`src/rtl/fp_r4_wb_buffer_if.sv`:
```
`default_nettype none
// ============================================================================
// Module      : fp_r4_wb_buffer_if
// Description : Bus bundle between the R4 (FMA) unit / writeback arbiter side
//               (master) and the R4 writeback buffer (slave).
// Revision    : 1.0  initial release
// ============================================================================
interface fp_r4_wb_buffer_if #(
   parameter int ADDR_W = 5,
   parameter int DEPTH  = 2
);
   // R4 result side
   logic                     in_valid;
   logic [31:0]              in_result;
   logic [ADDR_W-1:0]        in_rd;
   logic                     in_fp_reg_write;
   logic [4:0]               in_flags;
   logic                     flush;
   logic                     stall_o;
   // writeback arbiter side
   logic                     out_valid;
   logic                     out_ready;
   logic [31:0]              out_result;
   logic [ADDR_W-1:0]        out_rd;
   logic                     out_fp_reg_write;
   logic [4:0]               out_flags;
   // hazard / status side
   logic [DEPTH-1:0]         pend_valid_o;
   logic [DEPTH*ADDR_W-1:0]  pend_rd_o;
   logic [4:0]               fflags_o;
   logic                     fflags_clr;

   modport master (
      output in_valid, in_result, in_rd, in_fp_reg_write, in_flags, flush,
             out_ready, fflags_clr,
      input  stall_o, out_valid, out_result, out_rd, out_fp_reg_write,
             out_flags, pend_valid_o, pend_rd_o, fflags_o
   );

   modport slave (
      input  in_valid, in_result, in_rd, in_fp_reg_write, in_flags, flush,
             out_ready, fflags_clr,
      output stall_o, out_valid, out_result, out_rd, out_fp_reg_write,
             out_flags, pend_valid_o, pend_rd_o, fflags_o
   );
endinterface
`default_nettype wire

```
`src/rtl/fp_r4_wb_buffer.sv`:
```
`default_nettype none
// ============================================================================
// Module      : fp_r4_wb_buffer
// Description : Circular writeback FIFO between the R4 fused multiply-add unit
//               and the FP register-file writeback arbiter. Stalls R4 when full
//               and not draining; exposes per-entry occupancy/rd for hazards.
//               Optional feature macro: FP_WB_FFLAGS_ACCUM_EN (sticky fflags).
// Revision    : 1.0  initial release
// ============================================================================
module fp_r4_wb_buffer #(
   parameter int ADDR_W = 5,
   parameter int DEPTH  = 2
) (
   input  wire                     clk,
   input  wire                     rst,
   fp_r4_wb_buffer_if.slave        bus
);

   localparam int               PTR_W     = (DEPTH > 1) ? $clog2(DEPTH) : 1;
   localparam int               CNT_W     = PTR_W + 1;
   localparam logic [CNT_W-1:0] C_FULL    = CNT_W'(DEPTH);
   localparam logic [CNT_W-1:0] C_CNT_ONE = CNT_W'(1);
   localparam logic [PTR_W-1:0] C_PTR_ONE = PTR_W'(1);

   logic [PTR_W-1:0]  r_wr_ptr;
   logic [PTR_W-1:0]  r_rd_ptr;
   logic [CNT_W-1:0]  r_count;
   logic [31:0]       r_result [DEPTH];
   logic [ADDR_W-1:0] r_rd     [DEPTH];
   logic              r_we     [DEPTH];
   logic [4:0]        r_flags  [DEPTH];

   logic w_empty;
   logic w_full;
   logic w_push;
   logic w_pop;

   assign w_empty = (r_count == '0);
   assign w_full  = (r_count == C_FULL);
   // A pop frees a slot in the same cycle, so a full buffer still accepts a
   // result when the arbiter is draining the head.
   assign w_pop   = !w_empty && bus.out_ready && !bus.flush;
   assign w_push  = bus.in_valid && !bus.flush && (!w_full || w_pop);

   assign bus.stall_o   = w_full && !bus.out_ready;
   assign bus.out_valid = !w_empty;

   // Pointer and occupancy bookkeeping; flush empties the queue outright.
   always_ff @(posedge clk or posedge rst) begin
      if (rst) begin
         r_wr_ptr <= '0;
         r_rd_ptr <= '0;
         r_count  <= '0;
      end else if (bus.flush) begin
         r_wr_ptr <= '0;
         r_rd_ptr <= '0;
         r_count  <= '0;
      end else begin
         if (w_push) begin
            r_wr_ptr <= r_wr_ptr + C_PTR_ONE;
         end
         if (w_pop) begin
            r_rd_ptr <= r_rd_ptr + C_PTR_ONE;
         end
         case ({w_push, w_pop})
            2'b10:   r_count <= r_count + C_CNT_ONE;
            2'b01:   r_count <= r_count - C_CNT_ONE;
            default: r_count <= r_count;
         endcase
      end
   end

   // Entry storage; written only on an accepted push, so a full buffer is
   // never overwritten.
   always_ff @(posedge clk or posedge rst) begin
      if (rst) begin
         for (int i = 0; i < DEPTH; i++) begin
            r_result[i] <= '0;
            r_rd[i]     <= '0;
            r_we[i]     <= 1'b0;
            r_flags[i]  <= '0;
         end
      end else if (w_push) begin
         r_result[r_wr_ptr] <= bus.in_result;
         r_rd[r_wr_ptr]     <= bus.in_rd;
         r_we[r_wr_ptr]     <= bus.in_fp_reg_write;
         r_flags[r_wr_ptr]  <= bus.in_flags;
      end
   end

   // Head presentation; payload forced to zero while the buffer is empty.
   always_comb begin
      bus.out_result       = '0;
      bus.out_rd           = '0;
      bus.out_fp_reg_write = 1'b0;
      bus.out_flags        = '0;
      if (!w_empty) begin
         bus.out_result       = r_result[r_rd_ptr];
         bus.out_rd           = r_rd[r_rd_ptr];
         bus.out_fp_reg_write = r_we[r_rd_ptr];
         bus.out_flags        = r_flags[r_rd_ptr];
      end
   end

   // Entry i is live when its distance from the head is below the occupancy.
   genvar gi;
   generate
      for (gi = 0; gi < DEPTH; gi++) begin : g_pend
         logic [PTR_W-1:0] w_off;
         logic             w_live;
         assign w_off  = PTR_W'(gi) - r_rd_ptr;
         assign w_live = ({1'b0, w_off} < r_count);
         assign bus.pend_valid_o[gi] = w_live;
         assign bus.pend_rd_o[gi*ADDR_W +: ADDR_W] = w_live ? r_rd[gi] : '0;
      end
   endgenerate

`ifdef FP_WB_FFLAGS_ACCUM_EN
   logic [4:0] r_fflags;
   logic [4:0] w_pop_flags;

   assign w_pop_flags = w_pop ? bus.out_flags : 5'b0;

   // Sticky flag accumulator; a clear still keeps the flags popped this cycle.
   always_ff @(posedge clk or posedge rst) begin
      if (rst) begin
         r_fflags <= '0;
      end else if (bus.fflags_clr) begin
         r_fflags <= w_pop_flags;
      end else begin
         r_fflags <= r_fflags | w_pop_flags;
      end
   end

   assign bus.fflags_o = r_fflags;
`else
   logic w_unused_fflags_clr;

   assign w_unused_fflags_clr = bus.fflags_clr;
   assign bus.fflags_o        = 5'b0;
`endif

endmodule
`default_nettype wire
```
`src/flat_wrapper.sv`:
```
// flat-port wrapper written by rule: the top's interface ports become plain ports
module fp_r4_wb_buffer_flat 
#(
   parameter int ADDR_W = 5,
   parameter int DEPTH  = 2
)
  (clk, rst, bus_in_valid, bus_in_result, bus_in_rd, bus_in_fp_reg_write, bus_in_flags, bus_flush, bus_out_ready, bus_fflags_clr, bus_stall_o, bus_out_valid, bus_out_result, bus_out_rd, bus_out_fp_reg_write, bus_out_flags, bus_pend_valid_o, bus_pend_rd_o, bus_fflags_o);
  fp_r4_wb_buffer_if #(.ADDR_W(ADDR_W), .DEPTH(DEPTH)) bus_i ();
  input  wire clk;
  input  wire rst;
  input wire logic [$bits(bus_i.in_valid)-1:0] bus_in_valid;
  input wire logic [$bits(bus_i.in_result)-1:0] bus_in_result;
  input wire logic [$bits(bus_i.in_rd)-1:0] bus_in_rd;
  input wire logic [$bits(bus_i.in_fp_reg_write)-1:0] bus_in_fp_reg_write;
  input wire logic [$bits(bus_i.in_flags)-1:0] bus_in_flags;
  input wire logic [$bits(bus_i.flush)-1:0] bus_flush;
  input wire logic [$bits(bus_i.out_ready)-1:0] bus_out_ready;
  input wire logic [$bits(bus_i.fflags_clr)-1:0] bus_fflags_clr;
  output wire logic [$bits(bus_i.stall_o)-1:0] bus_stall_o;
  output wire logic [$bits(bus_i.out_valid)-1:0] bus_out_valid;
  output wire logic [$bits(bus_i.out_result)-1:0] bus_out_result;
  output wire logic [$bits(bus_i.out_rd)-1:0] bus_out_rd;
  output wire logic [$bits(bus_i.out_fp_reg_write)-1:0] bus_out_fp_reg_write;
  output wire logic [$bits(bus_i.out_flags)-1:0] bus_out_flags;
  output wire logic [$bits(bus_i.pend_valid_o)-1:0] bus_pend_valid_o;
  output wire logic [$bits(bus_i.pend_rd_o)-1:0] bus_pend_rd_o;
  output wire logic [$bits(bus_i.fflags_o)-1:0] bus_fflags_o;
  assign bus_i.in_valid = bus_in_valid;
  assign bus_i.in_result = bus_in_result;
  assign bus_i.in_rd = bus_in_rd;
  assign bus_i.in_fp_reg_write = bus_in_fp_reg_write;
  assign bus_i.in_flags = bus_in_flags;
  assign bus_i.flush = bus_flush;
  assign bus_i.out_ready = bus_out_ready;
  assign bus_i.fflags_clr = bus_fflags_clr;
  assign bus_stall_o = bus_i.stall_o;
  assign bus_out_valid = bus_i.out_valid;
  assign bus_out_result = bus_i.out_result;
  assign bus_out_rd = bus_i.out_rd;
  assign bus_out_fp_reg_write = bus_i.out_fp_reg_write;
  assign bus_out_flags = bus_i.out_flags;
  assign bus_pend_valid_o = bus_i.pend_valid_o;
  assign bus_pend_rd_o = bus_i.pend_rd_o;
  assign bus_fflags_o = bus_i.fflags_o;
  fp_r4_wb_buffer #(.ADDR_W(ADDR_W), .DEPTH(DEPTH)) u_core (.clk(clk), .rst(rst), .bus(bus_i));
endmodule
```
`config.mk`:
```
export PLATFORM = sky130hd
export DESIGN_NAME = fp_r4_wb_buffer_flat
export DESIGN_NICKNAME = d
export VERILOG_FILES = /design/src/rtl/fp_r4_wb_buffer_if.sv /design/src/rtl/fp_r4_wb_buffer.sv /design/src/flat_wrapper.sv
export SDC_FILE = /design/constraint.sdc
export NUM_CORES = 1
export LEC_CHECK = 0
export BUFFER_PORTS_ARGS = -buffer_cell sky130_fd_sc_hd__buf_2
export CORE_MARGIN = 8
export CORE_UTILIZATION = 36
export CTS_BUF_LIST = sky130_fd_sc_hd__clkbuf_2
export DETAILED_ROUTE_END_ITERATION = 8
export GPL_ROUTABILITY_DRIVEN = 0
export HOLD_SLACK_MARGIN = 0.02
export PLACE_DENSITY = 0.59
export SLEW_MARGIN = 20
export SYNTH_ARGS = -nofsm -noshare
export SYNTH_HDL_FRONTEND = slang
export SYNTH_SLANG_ARGS = --single-unit
```
`constraint.sdc`:
```
create_clock -name clk -period 3.5 [get_ports clk]
set_clock_uncertainty 0.2 [all_clocks]
set_input_delay 0.7 -clock clk [delete_from_list [all_inputs] [get_ports clk]]
set_output_delay 0.7 -clock clk [all_outputs]
set_load 0.05 [all_outputs]
```
==> results by group <==
Status
  – Status: finished, final reports clean

Worst setup path
  – Arr. time, crit path: approximately 2.2 ns
  – Slowest stage cell on the critical path: sky130_fd_sc_hd__dfrtp_2
  – FF-to-FF setup slack: 1.07 ns
  – Startpoint class of the critical path: flop
  – Top Family by Delay on Critical Path: flip-flops
  – Data required, critical path: 2.60 ns
  – Kind of critical path: reg -> out
  – Number of cells on the worst reg-to-reg path: 3
  – Critical Path Fanout Max: 16
  – Largest incremental delay on the critical path: ~0.7 ns
  – CP cell instances: buf_4, mux2i_1, nor2_1, buf_2
  – Crit path capture type: output pin
  – Levels on crit path: 4
  – Sum of buffers and inverters on the critical path: 2

Placement
  – Number of I/O port buffers: approximately 100
  – Detail Placement HPWL: around 6200 um
  – Post-Place Worst Slack: 0.812 ns
  – Placed cells: between 500 and 600
  – Placed Instance Area: 4990 um2

Run
  – Max-cap check violation count: 0

STA
  – Final TNS setup: 0 ns
  – Hold Violations, Final: 0
  – Number of max-slew violations in the final report: 0
  – Minimum setup slack in the final design: 0.379 ns
  – Final setup vio count: 0
  – Actual transition at the worst max-transition pin: 0.886 ns
  – Final cycle utilization of the critical path: 0.892
  – RSZ-0062 raised after global routing: false
  – Min Clock Period, post-route: 3.12 ns
  – Max Clk Rate: 320 MHz
  – Headroom to the max-slew limit: 0.409

Power and ir drop
  – VDD IR max: ~270 uV
  – Leakage power total: around 2.5 nW
  – Ratio of total power to cell area: 591 nW/um2

CTS
  – Clock Path Buffers: 2
  – H-Tree Depth: 3
  – Cell at the root of the clock tree: sky130_fd_sc_hd__clkbuf_2
  – Clock-pin slew reported for the worst setup and hold paths after clock tree synthesis: 0.26 ns
  – Num Clock Sinks: 90
  – Number of CTS-inserted buffers: 9
  – Number of resized instances in the post-cts repair step: 0
  – CTS tree: done
  – Clock latency of the later-clocked register in the worst-skew pair: 0.54 ns
  – Total setup buffers inserted after CTS: 0
  – Total of hold buffers inserted after clock tree synthesis: 1

Synth
  – Average instance area after synthesis: 13.4 um2
  – Register bit count reported by yosys: 90
  – Distinct cell type count after synthesis: 26
  – Async set-reset flop share out of synthesis: 1.00
  – Netlist area before placement: roughly 4400 um2
  – Leading post-synthesis cells by cell area: sky130_fd_sc_hd__dfrtp_1 51%, sky130_fd_sc_hd__mux2_4 13%, sky130_fd_sc_hd__mux2_2 12%, sky130_fd_sc_hd__mux2i_1 10%, sky130_fd_sc_hd__nor2_1 3.9%
  – Leading area contributor after synthesis: sky130_fd_sc_hd__dfrtp_1
  – Sequential share of the synthesized area: 0.510
  – YS warnings: 0
  – Synth top area share: 0.510
  – Post-synth EDFFs: 0
  – Primary FF master, synth: sky130_fd_sc_hd__dfrtp_1
  – Synth top cells by count: 90 x sky130_fd_sc_hd__dfrtp_1, 47 x sky130_fd_sc_hd__mux2_2, 46 x sky130_fd_sc_hd__nor2_1
  – Most instantiated library cell after synthesis: sky130_fd_sc_hd__dfrtp_1
  – Post-synthesis instance total: roughly 330

Die
  – Die width: 127 um
  – Total number of placement rows: 40
  – Die ar.: roughly 16000 um2
  – Area of the core region: 12000 um2
  – Initial Util: 0.368
  – Top-level I/O count: between 100 and 150
  – Chip height: ~130 um

Layout
  – Number of nets in the layout: between 400 and 500
  – Area growth from synthesis to final layout: 16.7%
  – Post-Layout Cell Count: 579
  – Fraction of final layout cells sized beyond drive strength 1: 0.498
  – Post-route design area: 5160 um2
  – Number of antenna cells inserted: 0

Global route
  – Number of global-route vias before repair: roughly 3000
  – Pin count of the biggest net entering global routing: 47
  – First-pass GRT wire length: 15700 um
  – Global routing usage summed across all routing layers: 0.123
  – Total gr overflow: 0
  – Initial antenna violation count: 0

Routing
  – Total Wirelength: 9560 um
  – Antenna violation net count after detailed routing: 0
  – Violation count after the first detailed-route iteration: 155
  – DRC: 0
  – Number of detailed-routing iterations run before antenna repair: 4
  – Number of vias after detailed routing: 2791
  – Vias per cell: 4.82
  – Routed wirelength normalized by instance count: roughly 17 um

Min path
  – Depth of the worst hold-timing path: 2
  – Class of the tightest hold or removal check: in -> reg
-- layout by cell type, fill, tap and decap left out, drive strengths merged, types with 3 or more instances in the layout --
| cell type | Yosys | layout |
|---|---|---|
| inv | 5 | 5 |
| mux2 | 86 | 86 |
| clkbuf | 5 | 9 |
| a21oi | 5 | 5 |
| mux2i | 44 | 44 |
| conb | 1 | 5 |
| nor2 | 46 | 46 |
| buf | 22 | 109 |
| dfrtp | 90 | 90 |
| bufinv | 0 | 3 |
| nor2b | 11 | 11 |
| clkinv | 0 | 4 |
-- routing by layer --
| layer | wire length [um] | part of all wire | GRT usage |
|---|---|---|---|
| met5 | 0 | 0 | 0 |
| met1 | 4150 | 0.43 | 0.144 |
| met2 | 4610 | 0.48 | 0.202 |
| met4 | 204 | 0.021 | 0.0595 |
| met3 | 597 | 0.062 | 0.0390 |
-- registers in the layout, summed over array words and instances, names as in the netlist --
| signal | cells |
|---|---|
| u_core.r_rd_ptr | 1 |
| u_core.r_result | 64 |
| u_core.r_count | 2 |
| u_core.r_wr_ptr | 1 |
| u_core.r_we | 2 |
| u_core.r_flags | 10 |
| u_core.r_rd | 10 |
-- cell type report --
type,count,area (um2)
Inverter,5,21.3
Timing Repair Buffer,110,581
Tap cell,147,184
Clock buffer,9,45.0
Clock inverter,7,108
Multi-Input combinational cell,211,1960
Sequential cell,90,2250
Fill cell,1148,6860
-- report_power, final --
part	switching [W]	total, W	internal [W]
registers	0.000143	0.00143	0.00129
logic	0.000546	0.000967	0.000421
clock network	0.000350	0.000651	0.000301
-- cells by family after synthesis --
family,after synthesis,share of synthesized area
AOI/OAI and AO/OA,8,0.00963
xor gates and xnor gates,2,0.00397
buffers and inverters,32,0.0527
DFF,90,0.510
muxes,130,0.352
other,1,0.000849
and+or+nand+nor,66,0.0708
-- stage by stage --
| stage | util | hold slack [ns] | power (W) |
|---|---|---|---|
| detailed placement | 0.416 | 0.295 | 0.00243 |
| floorplan | - | 0.279 | 0.00222 |
| global placement | 0.416 | 0.287 | 0.00240 |
| CTS | 0.429 | 0.0742 | 0.00310 |
| finish | 0.429 | 0.153 | 0.00305 |
| global route | 0.429 | 0.0638 | 0.00323 |
-- worst paths after layout --
check | end | startpoint
setup / recovery | bus_out_result[31] | u_core.r_rd_ptr
hold / removal | u_core.r_rd[9] | bus_in_rd[4]
setup reg to reg | u_core.r_result[60] | u_core.r_count[1]
hold reg to reg | u_core.r_result[11] | u_core.r_result[11]
max in group asynchronous | u_core.r_result[36] | rst
min in group asynchronous | u_core.r_result[51] | rst
Note: power is estimated with default switching activity, not from simulation.
